[src/rtl/writeback_unit.sv]
// Write-side front end of the integer register file: merges ALU, load and divider
// results onto one write port and tracks pending long-latency destinations.
module writeback_unit (
  input  logic        i_Clk,
  input  logic        i_Rst,
  input  logic        i_AluValid,
  input  logic [4:0]  i_AluRd,
  input  logic [31:0] i_AluData,
  input  logic        i_LdValid,
  output logic        o_LdReady,
  input  logic [4:0]  i_LdRd,
  input  logic [2:0]  i_LdFunct3,
  input  logic [1:0]  i_LdByteOff,
  input  logic [31:0] i_LdWord,
  input  logic        i_DivValid,
  output logic        o_DivReady,
  input  logic [4:0]  i_DivRd,
  input  logic [31:0] i_DivData,
  input  logic        i_IssueValid,
  input  logic [4:0]  i_IssueRd,
  input  logic [4:0]  i_Rs1,
  input  logic [4:0]  i_Rs2,
  output logic        o_Busy1,
  output logic        o_Busy2,
  output logic        o_fWE,
  output logic [4:0]  o_Rd,
  output logic [31:0] o_Data
);

  typedef enum logic [1:0] {
    SRC_NONE,
    SRC_ALU,
    SRC_LD,
    SRC_DIV
  } src_e;

  function automatic logic [31:0] fmt_load(input logic [2:0]  funct3,
                                           input logic [1:0]  off,
                                           input logic [31:0] word);
    logic [7:0]  byte_sel;
    logic [15:0] half_sel;
    logic [31:0] res;
    case (off)
      2'd0:    byte_sel = word[7:0];
      2'd1:    byte_sel = word[15:8];
      2'd2:    byte_sel = word[23:16];
      default: byte_sel = word[31:24];
    endcase
    half_sel = off[1] ? word[31:16] : word[15:0];
    case (funct3)
      3'b000:  res = {{24{byte_sel[7]}}, byte_sel};
      3'b001:  res = {{16{half_sel[15]}}, half_sel};
      3'b100:  res = {24'd0, byte_sel};
      3'b101:  res = {16'd0, half_sel};
      default: res = word;
    endcase
    return res;
  endfunction

  logic        ld_vld_q, ld_vld_d;
  logic [4:0]  ld_rd_q, ld_rd_d;
  logic [31:0] ld_data_q, ld_data_d;
  logic        div_vld_q, div_vld_d;
  logic [4:0]  div_rd_q, div_rd_d;
  logic [31:0] div_data_q, div_data_d;
  logic        last_div_q, last_div_d;
  logic        we_q, we_d;
  logic [4:0]  rd_q, rd_d;
  logic [31:0] data_q, data_d;
  logic        sb_wr_q, sb_wr_d;
  logic [31:0] busy_q, busy_d;

  src_e        src;
  logic        gnt_ld, gnt_div, ld_acc, div_acc;
  logic [4:0]  gnt_rd;
  logic [31:0] gnt_data;

  // Arbitration: ALU first, then round-robin between the two buffers.
  // NOTE: every always_comb output gets a default first so no latches are inferred.
  always_comb begin
    src = SRC_NONE;
    if (i_AluValid)              src = SRC_ALU;
    else if (ld_vld_q && div_vld_q) src = last_div_q ? SRC_LD : SRC_DIV;
    else if (ld_vld_q)           src = SRC_LD;
    else if (div_vld_q)          src = SRC_DIV;

    gnt_ld  = (src == SRC_LD);
    gnt_div = (src == SRC_DIV);

    gnt_rd   = 5'd0;
    gnt_data = 32'd0;
    case (src)
      SRC_ALU: begin gnt_rd = i_AluRd;  gnt_data = i_AluData;  end
      SRC_LD:  begin gnt_rd = ld_rd_q;  gnt_data = ld_data_q;  end
      SRC_DIV: begin gnt_rd = div_rd_q; gnt_data = div_data_q; end
      default: ;
    endcase
  end

  assign o_LdReady  = !ld_vld_q || gnt_ld;
  assign o_DivReady = !div_vld_q || gnt_div;
  assign ld_acc     = i_LdValid && o_LdReady;
  assign div_acc    = i_DivValid && o_DivReady;

  always_comb begin
    ld_vld_d  = ld_vld_q;
    ld_rd_d   = ld_rd_q;
    ld_data_d = ld_data_q;
    if (ld_acc) begin
      ld_vld_d  = 1'b1;
      ld_rd_d   = i_LdRd;
      ld_data_d = fmt_load(i_LdFunct3, i_LdByteOff, i_LdWord);
    end else if (gnt_ld) begin
      ld_vld_d  = 1'b0;
    end

    div_vld_d  = div_vld_q;
    div_rd_d   = div_rd_q;
    div_data_d = div_data_q;
    if (div_acc) begin
      div_vld_d  = 1'b1;
      div_rd_d   = i_DivRd;
      div_data_d = i_DivData;
    end else if (gnt_div) begin
      div_vld_d  = 1'b0;
    end

    last_div_d = last_div_q;
    if (gnt_ld)  last_div_d = 1'b0;
    if (gnt_div) last_div_d = 1'b1;

    // A grant to x0 is consumed silently; index/data still track the grant.
    we_d    = (src != SRC_NONE) && (gnt_rd != 5'd0);
    rd_d    = (src != SRC_NONE) ? gnt_rd : rd_q;
    data_d  = (src != SRC_NONE) ? gnt_data : data_q;
    sb_wr_d = we_d && (src != SRC_ALU);

    // Clear applies first so a same-edge issue to the same register wins.
    busy_d = busy_q;
    if (we_q && sb_wr_q) busy_d[rd_q] = 1'b0;
    if (i_IssueValid)    busy_d[i_IssueRd] = 1'b1;
    busy_d[0] = 1'b0;
  end

  // NOTE: sequential state uses non-blocking assignments only.
  always_ff @(posedge i_Clk) begin
    if (i_Rst) begin
      ld_vld_q   <= 1'b0;
      ld_rd_q    <= 5'd0;
      ld_data_q  <= 32'd0;
      div_vld_q  <= 1'b0;
      div_rd_q   <= 5'd0;
      div_data_q <= 32'd0;
      last_div_q <= 1'b1;
      we_q       <= 1'b0;
      rd_q       <= 5'd0;
      data_q     <= 32'd0;
      sb_wr_q    <= 1'b0;
      busy_q     <= 32'd0;
    end else begin
      ld_vld_q   <= ld_vld_d;
      ld_rd_q    <= ld_rd_d;
      ld_data_q  <= ld_data_d;
      div_vld_q  <= div_vld_d;
      div_rd_q   <= div_rd_d;
      div_data_q <= div_data_d;
      last_div_q <= last_div_d;
      we_q       <= we_d;
      rd_q       <= rd_d;
      data_q     <= data_d;
      sb_wr_q    <= sb_wr_d;
      busy_q     <= busy_d;
    end
  end

  assign o_fWE   = we_q;
  assign o_Rd    = rd_q;
  assign o_Data  = data_q;
  assign o_Busy1 = busy_q[i_Rs1];
  assign o_Busy2 = busy_q[i_Rs2];

endmodule

[config.mk]
export PLATFORM = sky130hd
export DESIGN_NAME = writeback_unit
export DESIGN_NICKNAME = d
export VERILOG_FILES = /design/src/rtl/writeback_unit.sv
export SDC_FILE = /design/constraint.sdc
export NUM_CORES = 1
export LEC_CHECK = 0
export ABC_AREA = 1
export BUFFER_PORTS_ARGS = -buffer_cell sky130_fd_sc_hd__buf_2
export CAP_MARGIN = 20
export CORE_MARGIN = 2
export CORE_UTILIZATION = 25
export CTS_BUF_LIST = sky130_fd_sc_hd__clkbuf_2 sky130_fd_sc_hd__clkbuf_4 sky130_fd_sc_hd__clkbuf_8
export DETAILED_ROUTE_END_ITERATION = 6
export GPL_TIMING_DRIVEN = 0
export PLACE_DENSITY = 0.46
export RECOVER_POWER = 25
export SYNTH_ARGS = -nofsm -noshare
export SYNTH_HDL_FRONTEND = slang
export SYNTH_SLANG_ARGS = --single-unit
[constraint.sdc]
create_clock -name i_Clk -period 1.4 [get_ports i_Clk]
set_input_delay 0 -clock i_Clk [delete_from_list [all_inputs] [get_ports i_Clk]]
set_output_delay 0 -clock i_Clk [all_outputs]
set_load 0.01 [all_outputs]
==> results by group <==
Finish
  • Filler cell count: 3002
  • Fraction of layout instances using a drive strength above 1: 31.9%
  • Util after Layout: a little over two fifths
  • Final nets: ~1600
  • Non-Filler Instances: 1825
  • Synthesis-to-layout area growth: 65.2%

Place
  • Cell count after placement: between 1500 and 2000
  • GP Congestion: between 0.8 and 0.9
  • Post-DP HPWL: ~22000 um
  • Port Buffers: 173

Clock tree
  • H-tree depth: 4
  • CTS buffer count: 17
  • Clock transition at the registers of the reported paths: ~0.1 ns
  • CTS tree: yes
  • Worst skew pair latency: 0.46 ns
  • CTS Buffer Depth: 2
  • Clk root buf: clkbuf_8
  • Clock sink count: 147

STA
  • Period utilisation layout: 110%
  • Worst-Margin Slew: 0.926 ns
  • Final worst setup slack: -0.141 ns
  • Layout Skew: roughly 0.018 ns
  • Final setup fails: 98
  • Tmin final: between 1.5 and 2 ns
  • Unrepaired setup endpoints after global routing: yes
  • F_max: 649 MHz
  • Slew margin rel.: between 30% and 40%
  • Final hold vios: 0
  • Pins Over Slew Limit: 0

Synthesis
  • Synth Flop Type: dfxtp_1
  • Synth area leader: dfxtp_1
  • Synthesized instance count: around 1100
  • EDFF count, synth: 0
  • Cell with the most instances after synthesis: nand2_1
  • Netlist cell types: 31
  • Seq/Total Area, Yosys: between 40% and 50%
  • Syn Area/Cell: just under 7 sq um
  • Syn_nets: roughly 1200
  • Synth top area share: 41.0%
  • Top post-synthesis cells by count: nand2_1 (243), dfxtp_1 (147), o21ai_0 (114)
  • Async set-reset flop share out of synthesis: 0%
  • Top cells by area, synth: dfxtp_1 (41%), nand2_1 (13%), o21ai_0 (8.0%)
  • Synthesis Warnings: 0
  • #FFs+latches synth: around 150
  • Syn Std Cell Area: between 0.007 and 0.008 sq mm

GRT
  • Grt met3 use: 3.42%
  • GRT met2 Usage: a little under a third
  • Global routing's busiest layer: met2
  • Via count of the first global-routing pass: 8549
  • Met1 Usage GRT: a little over a quarter
  • First-pass GRT wire length: 46800 um
  • Overall routing resource usage: 19.7%
  • Initial antenna violation count: 2
  • Grt ovf: 0
  • Pin count of the biggest net entering global routing: 17

Run
  • Maxcap violations: 0

Critical path
  • Crit path DAT: slightly below 2 ns
  • CP required: ~1.8 ns
  • Crit path capture type: flop
  • Critical Path Start Type: flop
  • Critical path's slowest cell: dfxtp_4
  • Critical path, cell by cell: nand2_4 -> nand2_8 -> nand2_8 -> buf_12 -> nor2_4 -> buf_12 -> buf_6 -> nand2_1 -> nand4_1 -> o211ai_1 -> inv_1
  • WS Path Type: reg -> reg
  • CP max stage delay: ~0.4 ns
  • Crit-path max FO: 9

Die
  • Core area: 0.0285 sq mm
  • Die Y: 173 um
  • DIE AREA: between 0.03 and 0.04 sq mm
  • Starting Density: roughly a quarter
  • I/O pin total: about 180
  • Die W: between 150 and 200 um
  • FP Rows: 62

Drt
  • Final wirelength: 30300 um
  • Final ANT Viol Nets: 0
  • DRC viols: 0
  • DR iter-0 viols: approximately 570
  • Drt first pass iters: 7
  • Routed via count: ~8600
  • WL per Instance: 16.6 um
  • Vias per cell: 4.72

Run status
  • Status: finished, violations left
  • Failing checks: setup timing

Worst hold path
  • HP Class: in -> reg

Power and ir drop
  • VDD IR max: roughly 630 uV
  • Pwr/cell area: just over 900 mW/mm^2
  • Leakage power: slightly above 0.005 uW
  • Power Total: 11000 uW
## metal layers
layer  share of wire [%]  wire, um
met5               0.026         8
met1                  47     14200
met3                 5.4      1630
met4                 2.6       797
met2                  45     13600
## power breakdown
part,internal (uW),switching [uW]
Clock,1640,1910
Combinational,1320,1450
Sequential,4480,229
Total,7440,3590
## timing repair
action                                 CTS  global route
pin swaps                               43            39
setup endpoints to repair              117           143
buffers inserted                        29            11
gates cloned                            11             4
endpoints found under the hold margin  140             7
hold buffers                           120             2
resized for setup                      220           144
## through the flow
step | hold WS, ns | setup WS [ns] | instance area, sq um | setup TNS (ns)
2_1_floorplan | 0.132 | 0.0115 | 7180 | 0
3_3_place_gp | 0.230 | -0.442 | 8530 | -28.68
3_5_place_dp | 0.237 | -0.448 | 8540 | -29.45
4_1_cts | 0.00204 | -0.152 | 11200 | -8.21
5_1_grt | 0.0229 | -0.241 | 11800 | -15.33
6_report | 0.0112 | -0.141 | 11800 | -8.04
## state kept, by name, indices dropped and copies added (netlist names)
name,flops
div_data_q,32
ld_data_q,32
o_Data,32
busy_q,31
div_rd_q,5
ld_rd_q,5
o_Rd,5
div_vld_q,1
last_div_q,1
ld_vld_q,1
o_fWE,1
sb_wr_q,1
## cell families (layout without fill, tap and decap cells)
logic type             count (synthesis)  in the layout  synth area share, %
AND/OR/NAND/NOR                      487            487                 29.0
AO/OA/AOI/OAI                        270            270                 20.9
buffers and inverters                157            536                 9.05
flip-flops                           147            147                 41.0
other                                  0              1                    0
## final timing paths
check	start	endpoint	slack [ns]	depth (start not counted)
worst min register to register	busy_q[6]$_SDFF_PP0_	busy_q[6]$_SDFF_PP0_	0.49	2
worst max register to register	ld_vld_q$_SDFFE_PP0P_	o_Data[19]$_SDFFE_PP0P_	-0.14	11
worst min-delay path	i_IssueRd[1]	busy_q[9]$_SDFF_PP0_	0.01	5
worst max-delay path	ld_vld_q$_SDFFE_PP0P_	o_Data[19]$_SDFFE_PP0P_	-0.14	11
## cell usage in the layout (no fill, tap or decap), types with 40 or more instances in the layout
cell,netlist,final
dfxtp_1,147,128
o211ai_1,40,40
nand2_1,243,219
dlygate4sd3_1,0,120
o21ai_0,114,53
buf_2,17,158
clkbuf_1,36,48
nand3_1,74,63
o21ai_2,0,57
nor2_1,113,93
inv_1,85,84
a21oi_1,86,59
## critical path, delay by kind of cell, from the launching register on
family	cells	cell delay, ns
AO/OA/AOI/OAI	1	0.10
buffers and inverters	4	0.48
flip-flops	1	0.39
AND/OR/NAND/NOR	6	0.52
## area by class of cell
cell class                      instances  area [sq um]  area share (%)
Multi-Input combinational cell        757          4280            36.2
Sequential cell                       147          2970            25.1
Timing Repair Buffer                  347          2820            23.8
Buffer                                 61           483            4.08
Tap cell                              384           480            4.06
Inverter                               95           389            3.28
Clock buffer                           17           234            1.98
Clock inverter                         15           170            1.44
Timing Repair inverter                  1          8.76          0.0739
Antenna cell                            1          2.50          0.0211
No activity file was read; power rests on OpenSTA's default activity.
